--- src/rtl/serial_add_ctrl_if.sv ---
// rtl/serial_add_ctrl_if.sv - request/result bundle for the bit-serial adder
//
// Groups the operation request (start, a, b, cin) and the status/result
// (busy, done, s, cout) of serial_add_ctrl.
//   master : issues requests, observes status and result
//   slave  : the adder controller
interface serial_add_ctrl_if #(
    parameter int WIDTH = 8
);
    logic             start;
    logic [WIDTH-1:0] a;
    logic [WIDTH-1:0] b;
    logic             cin;
    logic             busy;
    logic             done;
    logic [WIDTH-1:0] s;
    logic             cout;

    modport master (
        output start, a, b, cin,
        input  busy, done, s, cout
    );

    modport slave (
        input  start, a, b, cin,
        output busy, done, s, cout
    );
endinterface

--- src/rtl/serial_add_ctrl.sv ---
// rtl/serial_add_ctrl.sv - bit-serial adder sharing one full-adder cell
//
// Adds two WIDTH-bit operands plus carry-in one bit per clock, LSB first,
// keeping the running carry in a flop. The result is registered and held
// until the next operation completes.
//   clk     : rising-edge clock
//   reset_n : asynchronous active-low reset
//   bus     : slave side of serial_add_ctrl_if
//             start/a/b/cin in; busy (RUN), done (one-cycle DONE), s/cout out

module fulladder (
    input  logic a,
    input  logic b,
    input  logic cin,
    output logic s,
    output logic cout
);
    assign s    = a ^ b ^ cin;
    assign cout = (a & b) | (cin & (a ^ b));
endmodule

module serial_add_ctrl #(
    parameter int WIDTH = 8
) (
    input  logic               clk,
    input  logic               reset_n,
    serial_add_ctrl_if.slave   bus
);
    localparam int CW = $clog2(WIDTH + 1);

    typedef enum logic [1:0] {
        IDLE = 2'd0,
        RUN  = 2'd1,
        DONE = 2'd2
    } state_t;

    state_t           state;
    state_t           state_next;
    logic             load;
    logic             last;

    logic [WIDTH-1:0] sa;
    logic [WIDTH-1:0] sb;
    logic [WIDTH-1:0] acc;
    logic [WIDTH-1:0] acc_next;
    logic             carry;
    logic [CW-1:0]    cnt;
    logic [WIDTH-1:0] s_q;
    logic             cout_q;
    logic             fa_s;
    logic             fa_cout;

    fulladder u_fa (
        .a    (sa[0]),
        .b    (sb[0]),
        .cin  (carry),
        .s    (fa_s),
        .cout (fa_cout)
    );

    // New sum bit enters at the MSB so that after WIDTH shifts bit 0 is at the LSB.
    generate
        if (WIDTH == 1) begin : g_acc_w1
            assign acc_next = fa_s;
        end else begin : g_acc_wn
            assign acc_next = {fa_s, acc[WIDTH-1:1]};
        end
    endgenerate

    assign last = (cnt == CW'(WIDTH - 1));

    always_ff @(posedge clk or negedge reset_n) begin
        if (!reset_n) begin
            state <= IDLE;
        end else begin
            state <= state_next;
        end
    end

    always_comb begin
        state_next = state;
        load       = 1'b0;
        case (state)
            IDLE: begin
                if (bus.start) begin
                    load       = 1'b1;
                    state_next = RUN;
                end
            end
            RUN: begin
                if (last) begin
                    state_next = DONE;
                end
            end
            DONE: begin
                // Accepting here gives back-to-back operation without an IDLE gap.
                if (bus.start) begin
                    load       = 1'b1;
                    state_next = RUN;
                end else begin
                    state_next = IDLE;
                end
            end
            default: state_next = IDLE;
        endcase
    end

    always_ff @(posedge clk or negedge reset_n) begin
        if (!reset_n) begin
            sa     <= '0;
            sb     <= '0;
            acc    <= '0;
            carry  <= 1'b0;
            cnt    <= '0;
            s_q    <= '0;
            cout_q <= 1'b0;
        end else if (load) begin
            sa    <= bus.a;
            sb    <= bus.b;
            carry <= bus.cin;
            cnt   <= '0;
        end else if (state == RUN) begin
            acc   <= acc_next;
            carry <= fa_cout;
            sa    <= sa >> 1;
            sb    <= sb >> 1;
            cnt   <= cnt + 1'b1;
            // Result registers only move on the final bit, so the previous
            // result stays visible throughout a new operation.
            if (last) begin
                s_q    <= acc_next;
                cout_q <= fa_cout;
            end
        end
    end

    assign bus.busy = (state == RUN);
    assign bus.done = (state == DONE);
    assign bus.s    = s_q;
    assign bus.cout = cout_q;
endmodule

--- src/flat_wrapper.sv ---
// flat-port wrapper written by rule: the top's interface ports become plain ports
module serial_add_ctrl_flat 
#(
    parameter int WIDTH = 8
)
  (clk, reset_n, bus_start, bus_a, bus_b, bus_cin, bus_busy, bus_done, bus_s, bus_cout);
  serial_add_ctrl_if #(.WIDTH(WIDTH)) bus_i ();
  input  logic clk;
  input  logic reset_n;
  input wire logic [$bits(bus_i.start)-1:0] bus_start;
  input wire logic [$bits(bus_i.a)-1:0] bus_a;
  input wire logic [$bits(bus_i.b)-1:0] bus_b;
  input wire logic [$bits(bus_i.cin)-1:0] bus_cin;
  output wire logic [$bits(bus_i.busy)-1:0] bus_busy;
  output wire logic [$bits(bus_i.done)-1:0] bus_done;
  output wire logic [$bits(bus_i.s)-1:0] bus_s;
  output wire logic [$bits(bus_i.cout)-1:0] bus_cout;
  assign bus_i.start = bus_start;
  assign bus_i.a = bus_a;
  assign bus_i.b = bus_b;
  assign bus_i.cin = bus_cin;
  assign bus_busy = bus_i.busy;
  assign bus_done = bus_i.done;
  assign bus_s = bus_i.s;
  assign bus_cout = bus_i.cout;
  serial_add_ctrl #(.WIDTH(WIDTH)) u_core (.clk(clk), .reset_n(reset_n), .bus(bus_i));
endmodule
--- config.mk ---
export PLATFORM = sky130hd
export DESIGN_NAME = serial_add_ctrl_flat
export DESIGN_NICKNAME = d
export VERILOG_FILES = /design/src/rtl/serial_add_ctrl_if.sv /design/src/rtl/serial_add_ctrl.sv /design/src/flat_wrapper.sv
export SDC_FILE = /design/constraint.sdc
export NUM_CORES = 1
export LEC_CHECK = 0
export BUFFER_PORTS_ARGS = -buffer_cell sky130_fd_sc_hd__buf_2
export CORE_MARGIN = 2
export CORE_UTILIZATION = 45
export CTS_CLUSTER_DIAMETER = 150
export DETAILED_ROUTE_END_ITERATION = 16
export PLACE_DENSITY = 0.66
export SETUP_SLACK_MARGIN = 0.3
export SYNTH_ARGS = -nofsm -noshare
export SYNTH_HDL_FRONTEND = slang
export SYNTH_SLANG_ARGS = --single-unit
--- constraint.sdc ---
create_clock -name clk -period 1.4 [get_ports clk]
set_input_delay 0.07 -clock clk [delete_from_list [all_inputs] [get_ports clk]]
set_output_delay 0.07 -clock clk [all_outputs]
set_load 0.01 [all_outputs]
==> metrics.md <==
| Metric | Value |
|---|---|
| Status | `complete, but fails checks` |
| Failing checks | `negative setup slack` |
| Pre-CTS setup slack | `-0.0297 ns` |
| Layout Nets | `between 200 and 300` |
| Achievable frequency | `approximately 700 MHz` |
| Die area | `0.00416 mm^2` |
| Post-Route Setup TNS | `-0.0390 ns` |
| RSZ-0062 raised after global routing | `true` |
| Count of non-filler cells in the finished layout | `roughly 280` |
| Peak VDD IR | `approximately 1200 uV` |
| Top post-synthesis cells by area | `dfrtp_1, nand2_1, mux2_2` |
| Gpl congestion | `0.709` |
| Worst-margin pin slew | `between 0.5 and 0.6 ns` |
| Synthesized area | `approximately 0.0016 mm^2` |
| CTS tree | `built` |
| 1st-iter DRT viols | `between 50 and 60` |
| Tot GR Track Use | `between 20% and 30%` |
| Tcrit/Tclk final | `101%` |
| Post-route design area | `between 0.002 and 0.003 mm^2` |
| ANT cells | `0` |
| Max-slew violation count | `0` |
| EDFF count, synth | `0` |
| Post-synth top flop | `dfrtp_1` |
| Ys Warns | `0` |
| Core box area | `around 0.0034 mm^2` |
| Crit path max fanout | `3` |
| H-tree depth | `2` |
| Commonest cells in the netlist | `nand2_1, dfrtp_1, nor2_1` |
| Final WL | `4.77 mm` |
| Chip width | `approximately 64 um` |
| I/O Buffers | `30` |
| Via density | `about 5.3` |
| Most instantiated library cell after synthesis | `nand2_1` |
| Uppermost layer routed | `met4` |
| Area Growth Syn to Fin | `64.7%` |
| Total power | `~5.9 mW` |
| Bufs on Longest Clock Path | `2` |
| Initial core utilization | `between 40 and 50%` |
| Mapped Avg Cell Area | `slightly above 10 um^2` |
| First-pass GRT wire length | `6.93 mm` |
| Placed Cells incl. Taps | `242` |
| Max_cap viols | `0` |
| Power Density | `around 2200 mW/mm^2` |
| Final core occ | `roughly 80%` |
| P_leak | `1.27 nW` |
| Mapped Nets | `185` |
| Top-level port count | `31` |
| Syn Inst Count | `between 150 and 200` |
| DRT met1 WL | `around 2 mm` |
| Reg2reg start | `u_core.cnt[1]` |
| CP Capture Type | `register` |
| Rel. slew slack | `65.6%` |
| Clock slew at reported path FFs | `between 0.1 and 0.15 ns` |
| Worst setup SP type | `register` |
| Final hold slack | `0.213 ns` |
| Routed wire per std cell | `roughly 17 um` |
| Final worst slack | `-0.0204 ns` |
| Async SR Flop Fraction | `100%` |
| Skew final | `slightly below 0.009 ns` |
| Die Ht | `~64 um` |
| Routed vias | `about 1.5k` |
| Critical Path RT | `~1.7 ns` |
| Met3 wire length | `~220 um` |
| Crit Path Class | `reg -> reg` |
| Vias in the first global route | `1499` |
| Synth area leader | `dfrtp_1` |
| Fin. Hold Viols | `0` |
| Hpwl dp | `around 2.4 mm` |
| CP Data Arrival Time | `1.67 ns` |
| Synth cell types | `24` |
| CTS buffer count | `5` |
| Met2 WL | `about 2.5 mm` |
| Grt total ovfl | `0` |
| Yosys reg bits | `39` |
| HP Class | `in -> async` |
| Post-route ant nets | `0` |
| Layout cells sized above 1 | `between 40% and 50%` |
| Synth top area share | `between 50% and 60%` |
| Fin crit period | `about 1.4 ns` |
| FP Rows | `21` |
| Setup violators final | `5` |
| # DRC | `0` |
| CP startpoint | `u_core.cnt[1]` |
| Sequential area share after synthesis | `59.3%` |
| Clk_lat worst skew | `between 0.3 and 0.4 ns` |
| Largest net degree at the start of global routing | `21` |
| Root Buffer | `clkbuf_4` |
| DR pass1 iterations | `4` |
| Num Clock Sinks | `39` |
| DP Area | `approximately 0.0019 mm^2` |
| Initial antenna violation count | `0` |
-- cell usage in the layout, fill, tap and decap left out, types with 5 or more instances in the layout --
cell type,n
nor2_4,12
nand2_1,44
mux2_4,10
buf_4,9
nand2_2,9
a31oi_1,9
dfrtp_1,39
buf_6,13
dlygate4sd3_1,18
clkbuf_4,5
buf_2,28
-- area by class of cell --
class	count	area [um^2]
sequential	39	976
inverter	1	6.26
clock buffer	6	41.3
tap	46	57.6
timing repair buffer	76	702
fill	199	704
multi-input combinational	113	916
clock inverter	2	12.5
-- timing repair --
item                                    in CTS  in global routing
setup buffers                                4                  7
resized for setup                           64                 33
gates cloned                                 4                  0
endpoints found under the setup margin      40                 37
hold buffers                                17                  1
pin swaps                                   16                 16
hold endpoints to repair                    35                  1
-- layer usage --
metal	up-vias	track usage, %
met5	-	0
met1	759	27.1
met3	10	5.56
li1	686	-
met2	40	38.4
met4	0	6.38
-- power breakdown --
part           internal [mW]  switching, mW  total, mW
sequential              1.65          0.425       2.08
clock                  0.194          0.365      0.559
combinational           1.73           1.53       3.26
total                   3.58           2.32       5.90
-- critical path, cell delays in order, from the launching register on --
cell and delay (ns):
dfrtp_1 0.45, ha_4 0.19, buf_4 0.13, buf_6 0.10
mux2_4 0.26, mux2i_1 0.20
-- worst paths after layout --
path,end,slack [ns],cells past startpoint
min in group clk,u_core.cnt[0],0.24,4
max in group asynchronous,u_core.state[0],0.69,3
worst min-delay path,u_core.sb[4],0.21,2
worst max-delay path,u_core.cnt[2],-0.02,5
worst max register to register,u_core.cnt[2],-0.02,5
worst min register to register,u_core.acc[6],0.52,2
-- state kept, by name (all words and copies together), names as in the netlist --
register and cells:
u_core.bus.s 8, u_core.sa 8, u_core.sb 8, u_core.acc 7
u_core.cnt 4, u_core.state 2, u_core.bus.cout 1, u_core.carry 1
-- cell families after synthesis --
group	count (synthesis)	synth area share, %
buffers and inverters	11	3.12
muxes	12	8.05
DFF	39	59.3
xor gates and xnor gates	1	0.532
adders and majority gates	2	1.98
and+or+nand+nor	80	20.2
AOI/OAI and AO/OA	18	6.84
Power figures use the tool's default switching activity.
